File: config.mk
export PLATFORM = sky130hd
export DESIGN_NAME = cam_capture
export DESIGN_NICKNAME = d
export VERILOG_FILES = /design/src/rtl/cam_capture_pkg.sv /design/src/rtl/cam_capture_sync.sv /design/src/rtl/cam_capture.sv
export SDC_FILE = /design/constraint.sdc
export NUM_CORES = 1
export LEC_CHECK = 0
export BUFFER_PORTS_ARGS = -buffer_cell sky130_fd_sc_hd__buf_2
export CORE_ASPECT_RATIO = 1.5
export CORE_MARGIN = 5
export CORE_UTILIZATION = 51
export CTS_CLUSTER_DIAMETER = 30
export DETAILED_ROUTE_END_ITERATION = 10
export PLACE_DENSITY = 0.75
export SLEW_MARGIN = 40
export SYNTH_ARGS = -nofsm -noshare
export SYNTH_HDL_FRONTEND = slang
export SYNTH_SLANG_ARGS = --single-unit
File: constraint.sdc
create_clock -name clk -period 2 [get_ports clk]
set_clock_uncertainty 0.05 [all_clocks]
set_input_delay 0.2 -clock clk [delete_from_list [all_inputs] [get_ports clk]]
set_output_delay 0.2 -clock clk [all_outputs]
set_load 0.005 [all_outputs]
File: src/rtl/cam_capture_pkg.sv
`default_nettype none
// ============================================================================
//  Module      : cam_capture_pkg
//  Description : Shared types and widths for the camera capture block:
//                FSM state encoding, RGB565 pixel type, coordinate and
//                statistics counter widths, saturating increment helper.
//  Revision    : 1.0 - initial release
// ============================================================================
package cam_capture_pkg;

    localparam int c_byte_w = 8;
    localparam int c_pix_w  = 16;
    localparam int c_x_w    = 10;
    localparam int c_y_w    = 9;
    localparam int c_stat_w = 16;

    typedef enum logic [1:0] {
        ST_IDLE       = 2'd0,
        ST_WAIT_FRAME = 2'd1,
        ST_ACTIVE     = 2'd2
    } cap_state_t;

    typedef struct packed {
        logic [4:0] r;
        logic [5:0] g;
        logic [4:0] b;
    } rgb565_t;

    // Saturating +1 for the statistics counters
    function automatic logic [c_stat_w-1:0] sat_inc_stat(input logic [c_stat_w-1:0] v);
        return (&v) ? v : v + 1'b1;
    endfunction

endpackage
`default_nettype wire

File: src/rtl/cam_capture_sync.sv
`default_nettype none
// ============================================================================
//  Module      : cam_capture_sync
//  Description : Two-flop synchroniser for the raw sensor timing and data,
//                plus edge detection of pclk (rising), href (falling) and
//                vsync (rising and falling) on the synchronised samples.
//                All sensor signals share one synchroniser chain so the
//                href/vsync/data seen alongside a pclk edge belong to it.
//  Revision    : 1.0 - initial release
// ============================================================================
module cam_capture_sync
    import cam_capture_pkg::*;
(
    input  logic                clk,
    input  logic                reset_n,
    input  logic                i_pclk,
    input  logic                i_href,
    input  logic                i_vsync,
    input  logic [c_byte_w-1:0] i_data,
    output logic                o_pclk_rise,
    output logic                o_href,
    output logic                o_vsync,
    output logic [c_byte_w-1:0] o_data,
    output logic                o_href_fall,
    output logic                o_vsync_rise,
    output logic                o_vsync_fall
);

    localparam int c_bus_w = c_byte_w + 3;

    logic [c_bus_w-1:0] w_raw;
    logic [c_bus_w-1:0] r_meta;
    logic [c_bus_w-1:0] r_sync;
    logic               r_pclk_d;
    logic               r_href_d;
    logic               r_vsync_d;

    assign w_raw = {i_pclk, i_href, i_vsync, i_data};

    // Two-stage synchroniser plus one delay stage for edge detection
    always_ff @(posedge clk or negedge reset_n) begin
        if (!reset_n) begin
            r_meta    <= '0;
            r_sync    <= '0;
            r_pclk_d  <= 1'b0;
            r_href_d  <= 1'b0;
            r_vsync_d <= 1'b0;
        end else begin
            r_meta    <= w_raw;
            r_sync    <= r_meta;
            r_pclk_d  <= r_sync[c_bus_w-1];
            r_href_d  <= r_sync[c_bus_w-2];
            r_vsync_d <= r_sync[c_bus_w-3];
        end
    end

    assign o_pclk_rise  = r_sync[c_bus_w-1] & ~r_pclk_d;
    assign o_href       = r_sync[c_bus_w-2];
    assign o_vsync      = r_sync[c_bus_w-3];
    assign o_data       = r_sync[c_byte_w-1:0];
    assign o_href_fall  = ~r_sync[c_bus_w-2] & r_href_d;
    assign o_vsync_rise = r_sync[c_bus_w-3] & ~r_vsync_d;
    assign o_vsync_fall = ~r_sync[c_bus_w-3] & r_vsync_d;

endmodule
`default_nettype wire

File: src/rtl/cam_capture.sv
`default_nettype none
// ============================================================================
//  Module      : cam_capture
//  Description : Parallel camera (DVP) capture into an RGB565 pixel stream.
//                Generates the sensor master clock, synchronises the sensor
//                timing, assembles byte pairs into pixels with x/y
//                coordinates and presents them through a single output
//                register with valid/ready (sensor cannot be stalled, so a
//                pixel completing while the register is blocked is dropped).
//                Optional macro CAM_CAPTURE_STATS_EN adds saturating
//                frame_count / drop_count outputs.
//  Revision    : 1.0 - initial release
// ============================================================================
module cam_capture
    import cam_capture_pkg::*;
#(
    parameter int H_ACTIVE  = 640,
    parameter int V_ACTIVE  = 480,
    parameter int XCLK_HALF = 2
) (
    input  logic                clk,
    input  logic                reset_n,
    input  logic                cam_pclk,
    input  logic                cam_href,
    input  logic                cam_vsync,
    input  logic [c_byte_w-1:0] cam_data,
    output logic                cam_xclk,
    input  logic                capture_en,
    output logic                pix_valid,
    input  logic                pix_ready,
    output logic [c_pix_w-1:0]  pix_data,
    output logic [c_x_w-1:0]    pix_x,
    output logic [c_y_w-1:0]    pix_y,
    output logic                pix_sof,
`ifdef CAM_CAPTURE_STATS_EN
    output logic [c_stat_w-1:0] frame_count,
    output logic [c_stat_w-1:0] drop_count,
`endif
    output logic                busy
);

    localparam int                  c_xcnt_w    = (XCLK_HALF > 1) ? $clog2(XCLK_HALF) : 1;
    localparam logic [c_xcnt_w-1:0] c_xcnt_last = c_xcnt_w'(XCLK_HALF - 1);
    localparam logic [c_x_w-1:0]    c_x_max     = c_x_w'(H_ACTIVE);
    localparam logic [c_y_w-1:0]    c_y_max     = c_y_w'(V_ACTIVE);

    // ------------------------------------------------------------------
    // Sensor master clock
    // ------------------------------------------------------------------
    logic [c_xcnt_w-1:0] r_xclk_cnt;
    logic                r_xclk;

    // Free-running divider: toggle cam_xclk every XCLK_HALF clk cycles
    always_ff @(posedge clk or negedge reset_n) begin
        if (!reset_n) begin
            r_xclk_cnt <= '0;
            r_xclk     <= 1'b0;
        end else if (r_xclk_cnt == c_xcnt_last) begin
            r_xclk_cnt <= '0;
            r_xclk     <= ~r_xclk;
        end else begin
            r_xclk_cnt <= r_xclk_cnt + 1'b1;
        end
    end

    assign cam_xclk = r_xclk;

    // ------------------------------------------------------------------
    // Synchroniser and edge detection
    // ------------------------------------------------------------------
    logic                w_pclk_rise;
    logic                w_href;
    logic                w_vsync;
    logic [c_byte_w-1:0] w_data;
    logic                w_href_fall;
    logic                w_vsync_rise;
    logic                w_vsync_fall;

    cam_capture_sync u_sync (
        .clk          (clk),
        .reset_n      (reset_n),
        .i_pclk       (cam_pclk),
        .i_href       (cam_href),
        .i_vsync      (cam_vsync),
        .i_data       (cam_data),
        .o_pclk_rise  (w_pclk_rise),
        .o_href       (w_href),
        .o_vsync      (w_vsync),
        .o_data       (w_data),
        .o_href_fall  (w_href_fall),
        .o_vsync_rise (w_vsync_rise),
        .o_vsync_fall (w_vsync_fall)
    );

    // ------------------------------------------------------------------
    // Frame FSM
    // ------------------------------------------------------------------
    cap_state_t r_state;
    cap_state_t w_state_nxt;
    logic       w_busy;
    logic       w_frame_start;
    logic       w_frame_end;

    // State register
    always_ff @(posedge clk or negedge reset_n) begin
        if (!reset_n) begin
            r_state <= ST_IDLE;
        end else begin
            r_state <= w_state_nxt;
        end
    end

    // Next state: capture_en is only consulted at frame boundaries
    always_comb begin
        w_state_nxt = r_state;
        case (r_state)
            ST_IDLE: begin
                if (capture_en && w_vsync) w_state_nxt = ST_WAIT_FRAME;
            end
            ST_WAIT_FRAME: begin
                if (w_vsync_fall) w_state_nxt = ST_ACTIVE;
            end
            ST_ACTIVE: begin
                if (w_vsync_rise) w_state_nxt = capture_en ? ST_WAIT_FRAME : ST_IDLE;
            end
            default: w_state_nxt = ST_IDLE;
        endcase
    end

    // State-decoded outputs and frame boundary strobes
    always_comb begin
        w_busy        = 1'b0;
        w_frame_start = 1'b0;
        w_frame_end   = 1'b0;
        case (r_state)
            ST_WAIT_FRAME: w_frame_start = w_vsync_fall;
            ST_ACTIVE: begin
                w_busy      = 1'b1;
                w_frame_end = w_vsync_rise;
            end
            default: ;
        endcase
    end

    assign busy = w_busy;

    // ------------------------------------------------------------------
    // Byte assembly and coordinate counters
    // ------------------------------------------------------------------
    logic [c_x_w-1:0]    r_x;
    logic [c_y_w-1:0]    r_y;
    logic                r_phase;
    logic [c_byte_w-1:0] r_hi;
    logic                w_byte_strobe;
    logic                w_pix_done;

    assign w_byte_strobe = w_busy & w_pclk_rise & w_href;
    assign w_pix_done    = w_byte_strobe & r_phase & (r_x < c_x_max) & (r_y < c_y_max);

    // Byte pairing, line/column tracking; counters saturate at the active size
    always_ff @(posedge clk or negedge reset_n) begin
        if (!reset_n) begin
            r_x     <= '0;
            r_y     <= '0;
            r_phase <= 1'b0;
            r_hi    <= '0;
        end else if (w_frame_start) begin
            r_x     <= '0;
            r_y     <= '0;
            r_phase <= 1'b0;
        end else if (w_busy) begin
            if (w_href_fall) begin
                // End of line: any unpaired byte is thrown away
                r_phase <= 1'b0;
                r_x     <= '0;
                if ((r_x != '0) && (r_y != c_y_max)) r_y <= r_y + 1'b1;
            end else if (w_byte_strobe) begin
                if (!r_phase) begin
                    r_hi    <= w_data;
                    r_phase <= 1'b1;
                end else begin
                    r_phase <= 1'b0;
                    if (r_x != c_x_max) r_x <= r_x + 1'b1;
                end
            end
        end
    end

    // ------------------------------------------------------------------
    // Output register
    // ------------------------------------------------------------------
    rgb565_t          r_pix_data;
    logic [c_x_w-1:0] r_pix_x;
    logic [c_y_w-1:0] r_pix_y;
    logic             r_pix_valid;
    logic             r_pix_sof;
    logic             w_load;

    assign w_load = w_pix_done & (~r_pix_valid | pix_ready);

    // Single-entry pixel register: hold while stalled, reload on transfer
    always_ff @(posedge clk or negedge reset_n) begin
        if (!reset_n) begin
            r_pix_data  <= '0;
            r_pix_x     <= '0;
            r_pix_y     <= '0;
            r_pix_valid <= 1'b0;
            r_pix_sof   <= 1'b0;
        end else if (w_load) begin
            r_pix_data  <= {r_hi, w_data};
            r_pix_x     <= r_x;
            r_pix_y     <= r_y;
            r_pix_valid <= 1'b1;
            r_pix_sof   <= (r_x == '0) && (r_y == '0);
        end else if (r_pix_valid && pix_ready) begin
            r_pix_valid <= 1'b0;
            r_pix_sof   <= 1'b0;
        end
    end

    assign pix_data  = r_pix_data;
    assign pix_x     = r_pix_x;
    assign pix_y     = r_pix_y;
    assign pix_valid = r_pix_valid;
    assign pix_sof   = r_pix_sof;

`ifdef CAM_CAPTURE_STATS_EN
    // ------------------------------------------------------------------
    // Statistics
    // ------------------------------------------------------------------
    logic [c_stat_w-1:0] r_frame_count;
    logic [c_stat_w-1:0] r_drop_count;
    logic                w_drop;

    assign w_drop = w_pix_done & r_pix_valid & ~pix_ready;

    // Saturating frame-exit and backpressure-drop counters
    always_ff @(posedge clk or negedge reset_n) begin
        if (!reset_n) begin
            r_frame_count <= '0;
            r_drop_count  <= '0;
        end else begin
            if (w_frame_end) r_frame_count <= sat_inc_stat(r_frame_count);
            if (w_drop)      r_drop_count  <= sat_inc_stat(r_drop_count);
        end
    end

    assign frame_count = r_frame_count;
    assign drop_count  = r_drop_count;
`endif

endmodule
`default_nettype wire

# Yosys cells after proc, flatten, opt, wreduce, memory -nomap -nowiden
# Cells that the tools add are included.
# Widths: inputs -> output; s select.
[totals]
ff_bits = 94
latchBits = 0
ram_bits = 0
romBits = 0
input_bits = 15
out_inout_bits = 39
word_cells = 97
memories = 0
[classes]
add_sub_neg = 3
mul = 0
div = 0
magnitude_cmp = 2
eq_ne = 7
n_shift = 0
mux = 26
n_bitwise = 20
reduce_logical = 20
[ops]
columns = ["op", "n"]
rows = [
  ["$mux 10", 6],
  ["$mux 9", 4],
  ["$mux 1", 12],
  ["$add 10x1->10 const B", 1],
  ["$and 1x1->1", 10],
  ["$logic_not 10->1", 1],
  ["$lt 10x10->1 const B", 1],
  ["$ne 10x10->1 const B", 1],
  ["$reduce_bool 10->1", 1],
  ["$add 9x1->9 const B", 1],
  ["$logic_not 9->1", 1],
  ["$lt 9x9->1 const B", 1],
  ["$ne 9x9->1 const B", 1],
  ["$not 1->1", 9],
  ["$reduce_bool 3->1", 3],
  ["$reduce_bool 2->1", 4],
  ["$mux 2", 3],
  ["$pmux 2 s3", 1],
  ["$reduce_and 3->1", 2],
  ["$reduce_and 5->1", 1],
  ["$logic_and 1x1->1", 4],
  ["$ne 2x2->1 const B", 2],
  ["$reduce_and 4->1", 1],
  ["$eq 2x1->1 const B", 1],
  ["6 further kinds", 6],
]

# Logic depth before layout (Yosys ltp)
[depth]
depth_word = 9
ltp_mapped = 8
ltp_nobuf = 7

# By module
# A second synthesis with hierarchy kept.
[hier_totals]
cells_unflattened = 290
hier_area_um2 = 4003.8
[modules_own_cells]
columns = ["module", "n_inst", "cells_per_inst", "area_each_um2", "seq_area_each_um2"]
rows = [
  ["cam_capture", 1, 253, 3290.7, 1726.7],
  ["cam_capture_sync", 1, 37, 713.2, 625.6],
]

# Least setup slack after synthesis
# Ideal clock, no wire load.
[synth_timing]
kind = "reg2reg"
startpoint = "register r_state[0]"
endpoint = "register r_pix_data (netlist bit pix_data[11])"
setup_time_ns = 0.125
t_arrival_ns = 1.718
slack_ns = 0.107
path_stages_with_launch = 8
path_buffers = 2
period_less_slack_ns = 1.893
path_cell_list = "dfrtp_1 nor2b_4 and4_1 buf_4 nand3_2 a21oi_4 buf_6 mux2_2"
[synth_via]
elab_chain_cells = 8
[synth_rtl]
columns = ["item", "line", "source"]
rows = [
  ["from (decl)", "cam_capture.sv:98", "cap_state_t r_state;"],
  ["from (signal assigned)", "cam_capture.sv:109", "r_state <= w_state_nxt;"],
  ["$eq 2x2->1", "cam_capture.sv:135", "case (r_state)"],
  ["$mux 1", "cam_capture.sv:135", ""],
  ["named net busy", "cam_capture.sv:39", "output logic busy"],
  ["$and 1x1->1 (2 in series)", "cam_capture.sv:157", "assign w_byte_strobe = w_busy & w_pclk_rise & w_href;"],
  ["$and 1x1->1 (3 in series)", "cam_capture.sv:158", "assign w_pix_done = w_byte_strobe & r_phase & (r_x < c_x_max) & (r_y < c_y_max);"],
  ["$and 1x1->1", "cam_capture.sv:199", "assign w_load = w_pix_done & (~r_pix_valid | pix_ready);"],
  ["to (signal assigned)", "cam_capture.sv:210", "r_pix_data <= {r_hi, w_data};"],
  ["to (decl)", "cam_capture.sv:192", "rgb565_t r_pix_data;"],
]
# The timed path passes the listed nets, and every way through them passes these cells.
# A chain may end at the register's enable or synchronous reset.

# Worst setup path after layout
[layout_timing]
startpoint = "register r_state[0]"
endpoint = "register r_pix_y[2], in the netlist pix_y[2]"
[layout_via]
elab_chain_cells = 8
[layout_rtl]
columns = ["item", "line", "source"]
rows = [
  ["$eq 2x2->1", "cam_capture.sv:135", ""],
  ["$mux 1", "cam_capture.sv:135", ""],
  ["$and 1x1->1 (2 in series)", "cam_capture.sv:157", ""],
  ["$and 1x1->1 (3 in series)", "cam_capture.sv:158", ""],
  ["$and 1x1->1", "cam_capture.sv:199", ""],
  ["to (signal assigned)", "cam_capture.sv:212", "r_pix_y <= r_y;"],
  ["to (decl)", "cam_capture.sv:194", "logic [c_y_w-1:0] r_pix_y;"],
]
# Every way passes these cells.

==> impl_metrics.csv <==
group,metric,value,unit
drt,drt-total-wl,7170,um
drt,wl_per_cell,16.0,um
worst_setup_path,r2r_cells,6,
place,io_buffers,53,
grt,grt_overflow,0,
clock_tree,clockRootBuffer,"clkbuf_8",
grt,grt_pass1_vias,2589,
power_and_ir_drop,vdd_ir_drop_max,0.655,mV
grt,grt_util_met2,0.289,
die,die_height,114,um
grt,grt_use_met1,0.198,
synthesis,synth_most_common_cell,"dfrtp_1",
synthesis,synth_common_cells,"dfrtp_1, mux2_2, o21ai_0",
synthesis,synth_edf_count,0,
flow_run,max_cap_viol_count,0,
worst_setup_path,start_kind,"register",
die,start_util,0.517,
synthesis,synth_seq_area_share,0.638,
drt,drt-pass1-iter-count,4,
grt,grt_max_degree,68,
synthesis,ys.flop_type,"dfrtp_1",
worst_setup_path,regToRegStartpoint,"r_state[0]",
worst_setup_path,cp-endpoint,"pix_y[2]",
timing,tightest_slew,0.487,ns
place,hpwlAfterDp,4790,um
synthesis,synth_area_leaders,"dfrtp_1, mux2_2, o21ai_0",
die,die_w,79.5,um
worst_setup_path,crit_required,2.19,ns
timing,rsz0062_at_grt,"no",
timing,max_freq,0.523,GHz
drt,detail-route-antenna-nets,0,
synthesis,synthCells,275,
min_path,hp-class,"input pin to register",
finish,diodes,0,
die,core,0.00713,mm2
clock_tree,clock_latency,0.36,ns
timing,tns,0,ns
synthesis,syn_nets,294,
synthesis,netlist_area,0.00369,mm2
timing,setup_viol,0,
drt,drc,0,
worst_setup_path,cp.arrival,2.10,ns
timing,max-slew-margin-rel,0.671,
power_and_ir_drop,power.leakage,0.00236,uW
finish,fin_nets,382,
synthesis,yosysUniqueCellTypes,40,
place,routabilityCongestion,0.852,
clock_tree,cts_buffers,9,
clock_tree,cts.sinks,94,
synthesis,ys_ff_latch,94,
grt,grt_use_met3,0.0535,
grt,grt_usage,0.171,
die,dieArea,0.00907,mm2
timing,finalCriticalPeriod,1.91,ns
worst_setup_path,end_kind,"register",
drt,first_iter_violations,160,
worst_setup_path,regToRegSetupSlack,0.09,ns
synthesis,yosys.area.top_type,"dfrtp_1",
die,io_pins,54,
outcome,status,"completed",
worst_setup_path,cp-startpoint,"r_state[0]",
grt,grt.busiest_layer,"met2",
synthesis,synth_top_area_share,0.638,
power_and_ir_drop,p_per_area,837,mW/mm2
power_and_ir_drop,power.total,3840,uW
clock_tree,cts_tree,"yes",
clock_tree,cts_buffer_depth,2,
grt,antenna_found_initial,0,
synthesis,async_flop_share,1.00,
synthesis,synth.avg_cell_area,13.4,um2
timing,slew_violations,0,
timing,finalHoldViolations,0,
worst_setup_path,cp_max_fo,17,
worst_setup_path,timing.rr.end,"pix_y[2]",
place,dp_cells,416,
clock_tree,htreeDepth,3,
timing,period_share,0.956,
worst_setup_path,critPathKind,"register to register",
synthesis,ys.warnings.count,0,
drt,route.vias.total,2465,
finish,fin_cells,448,
finish,drive_above_1_share,0.391,
die,rows,38,
drt,via_per_inst,5.50,
finish,syn_to_final_growth,24.3,%
clock_tree,clk_pin_slew_worst_paths,0.08,ns
grt,grt_pass1_wl,11900,um
-- registers in the layout (all words and copies together) (netlist names), 2 cells and up --
| register | flops |
|---|---|
| r_hi | 8 |
| u_sync.r_sync | 11 |
| pix_x | 10 |
| pix_data | 16 |
| u_sync.r_meta | 11 |
| r_x | 10 |
| pix_y | 9 |
| r_state | 2 |
| r_y | 9 |
-- cell usage in the layout, fill, tap and decap left out, drive strengths merged, types with 6 or more instances in the layout --
| master | Yosys | final |
|---|---|---|
| nand2 | 19 | 19 |
| dlygate4sd3 | 0 | 13 |
| mux2i | 6 | 6 |
| nand4 | 6 | 6 |
| inv | 10 | 11 |
| clkbuf | 4 | 13 |
| nor2 | 8 | 8 |
| buf | 7 | 74 |
| dfrtp | 94 | 94 |
| o21ai | 21 | 21 |
| mux2 | 43 | 43 |
| nand3 | 12 | 12 |
-- worst max-delay path, stage by stage (launching register included) --
cell and delay [ns]:
dfrtp_2 0.45, nor2b_4 0.16, and4_4 0.25, nand3_4 0.08
a21oi_4 0.23, buf_12 0.20, mux2_2 0.36
-- how the worst min path moves through the flow --
stage / startpoint / end / slack [ns] / cells past startpoint
global route: capture_en / r_state[0] / 0.09 / 3
detailed placement: reset_n / pix_x[1] / 0.09 / 1
CTS: capture_en / r_state[0] / 0.07 / 3
global placement: reset_n / pix_x[1] / 0.09 / 1
finish: capture_en / r_state[0] / 0.08 / 3
floorplan: reset_n / cam_xclk / -0.15 / 0
-- stage by stage --
stage / cell area [um2] / worst slack (ns) / hold slack, ns / util
after floorplan: 3690 / 0.107 / -0.146 / -
after global placement: 4150 / 0.0937 / 0.0915 / 0.582
after detailed placement: 4150 / 0.0501 / 0.0931 / 0.582
after CTS: 4510 / 0.0401 / 0.0737 / 0.633
after global routing: 4590 / 0.00469 / 0.0895 / 0.643
final: 4590 / 0.0889 / 0.0825 / 0.643
-- per-layer routing --
layer  wire length [um]  part of all wire  vias to the layer above
li1                   -                 -                     1157
met1               2820              0.39                     1247
met2               3900              0.54                       50
met3                327             0.046                       11
met4                121             0.017                        0
met5                  0                 0                        -
-- cell type report --
class | count | area [um2]
fillers | 546 | 2540
well taps | 80 | 100
clock buffers | 12 | 155
repair buffers | 88 | 609
inverters | 10 | 37.5
clock inverters | 4 | 77.6
multi-input cells | 160 | 1250
flip-flops and latches | 94 | 2350
-- kinds of logic (layout without fill, tap and decap cells) --
| family | Yosys count | after routing | share of synthesized area |
|---|---|---|---|
| DFF | 94 | 94 | 0.638 |
| and+or+nand+nor | 67 | 67 | 0.100 |
| muxes | 49 | 49 | 0.148 |
| AOI/OAI and AO/OA | 39 | 39 | 0.0688 |
| buffers and inverters | 21 | 114 | 0.0302 |
| adders and majority gates | 4 | 4 | 0.0136 |
| xor gates and xnor gates | 1 | 1 | 0.00237 |
-- where the power goes --
part	internal, uW	switching (uW)
clock network	780	632
registers	2030	71.4
logic	176	151
-- timing repair --
item,CTS,global route
resized for setup,0,8
endpoints found under the setup margin,0,46
hold buffers,13,0
endpoints found under the hold margin,39,0
setup buffers,0,1
No activity file was read; power rests on OpenSTA's default activity.
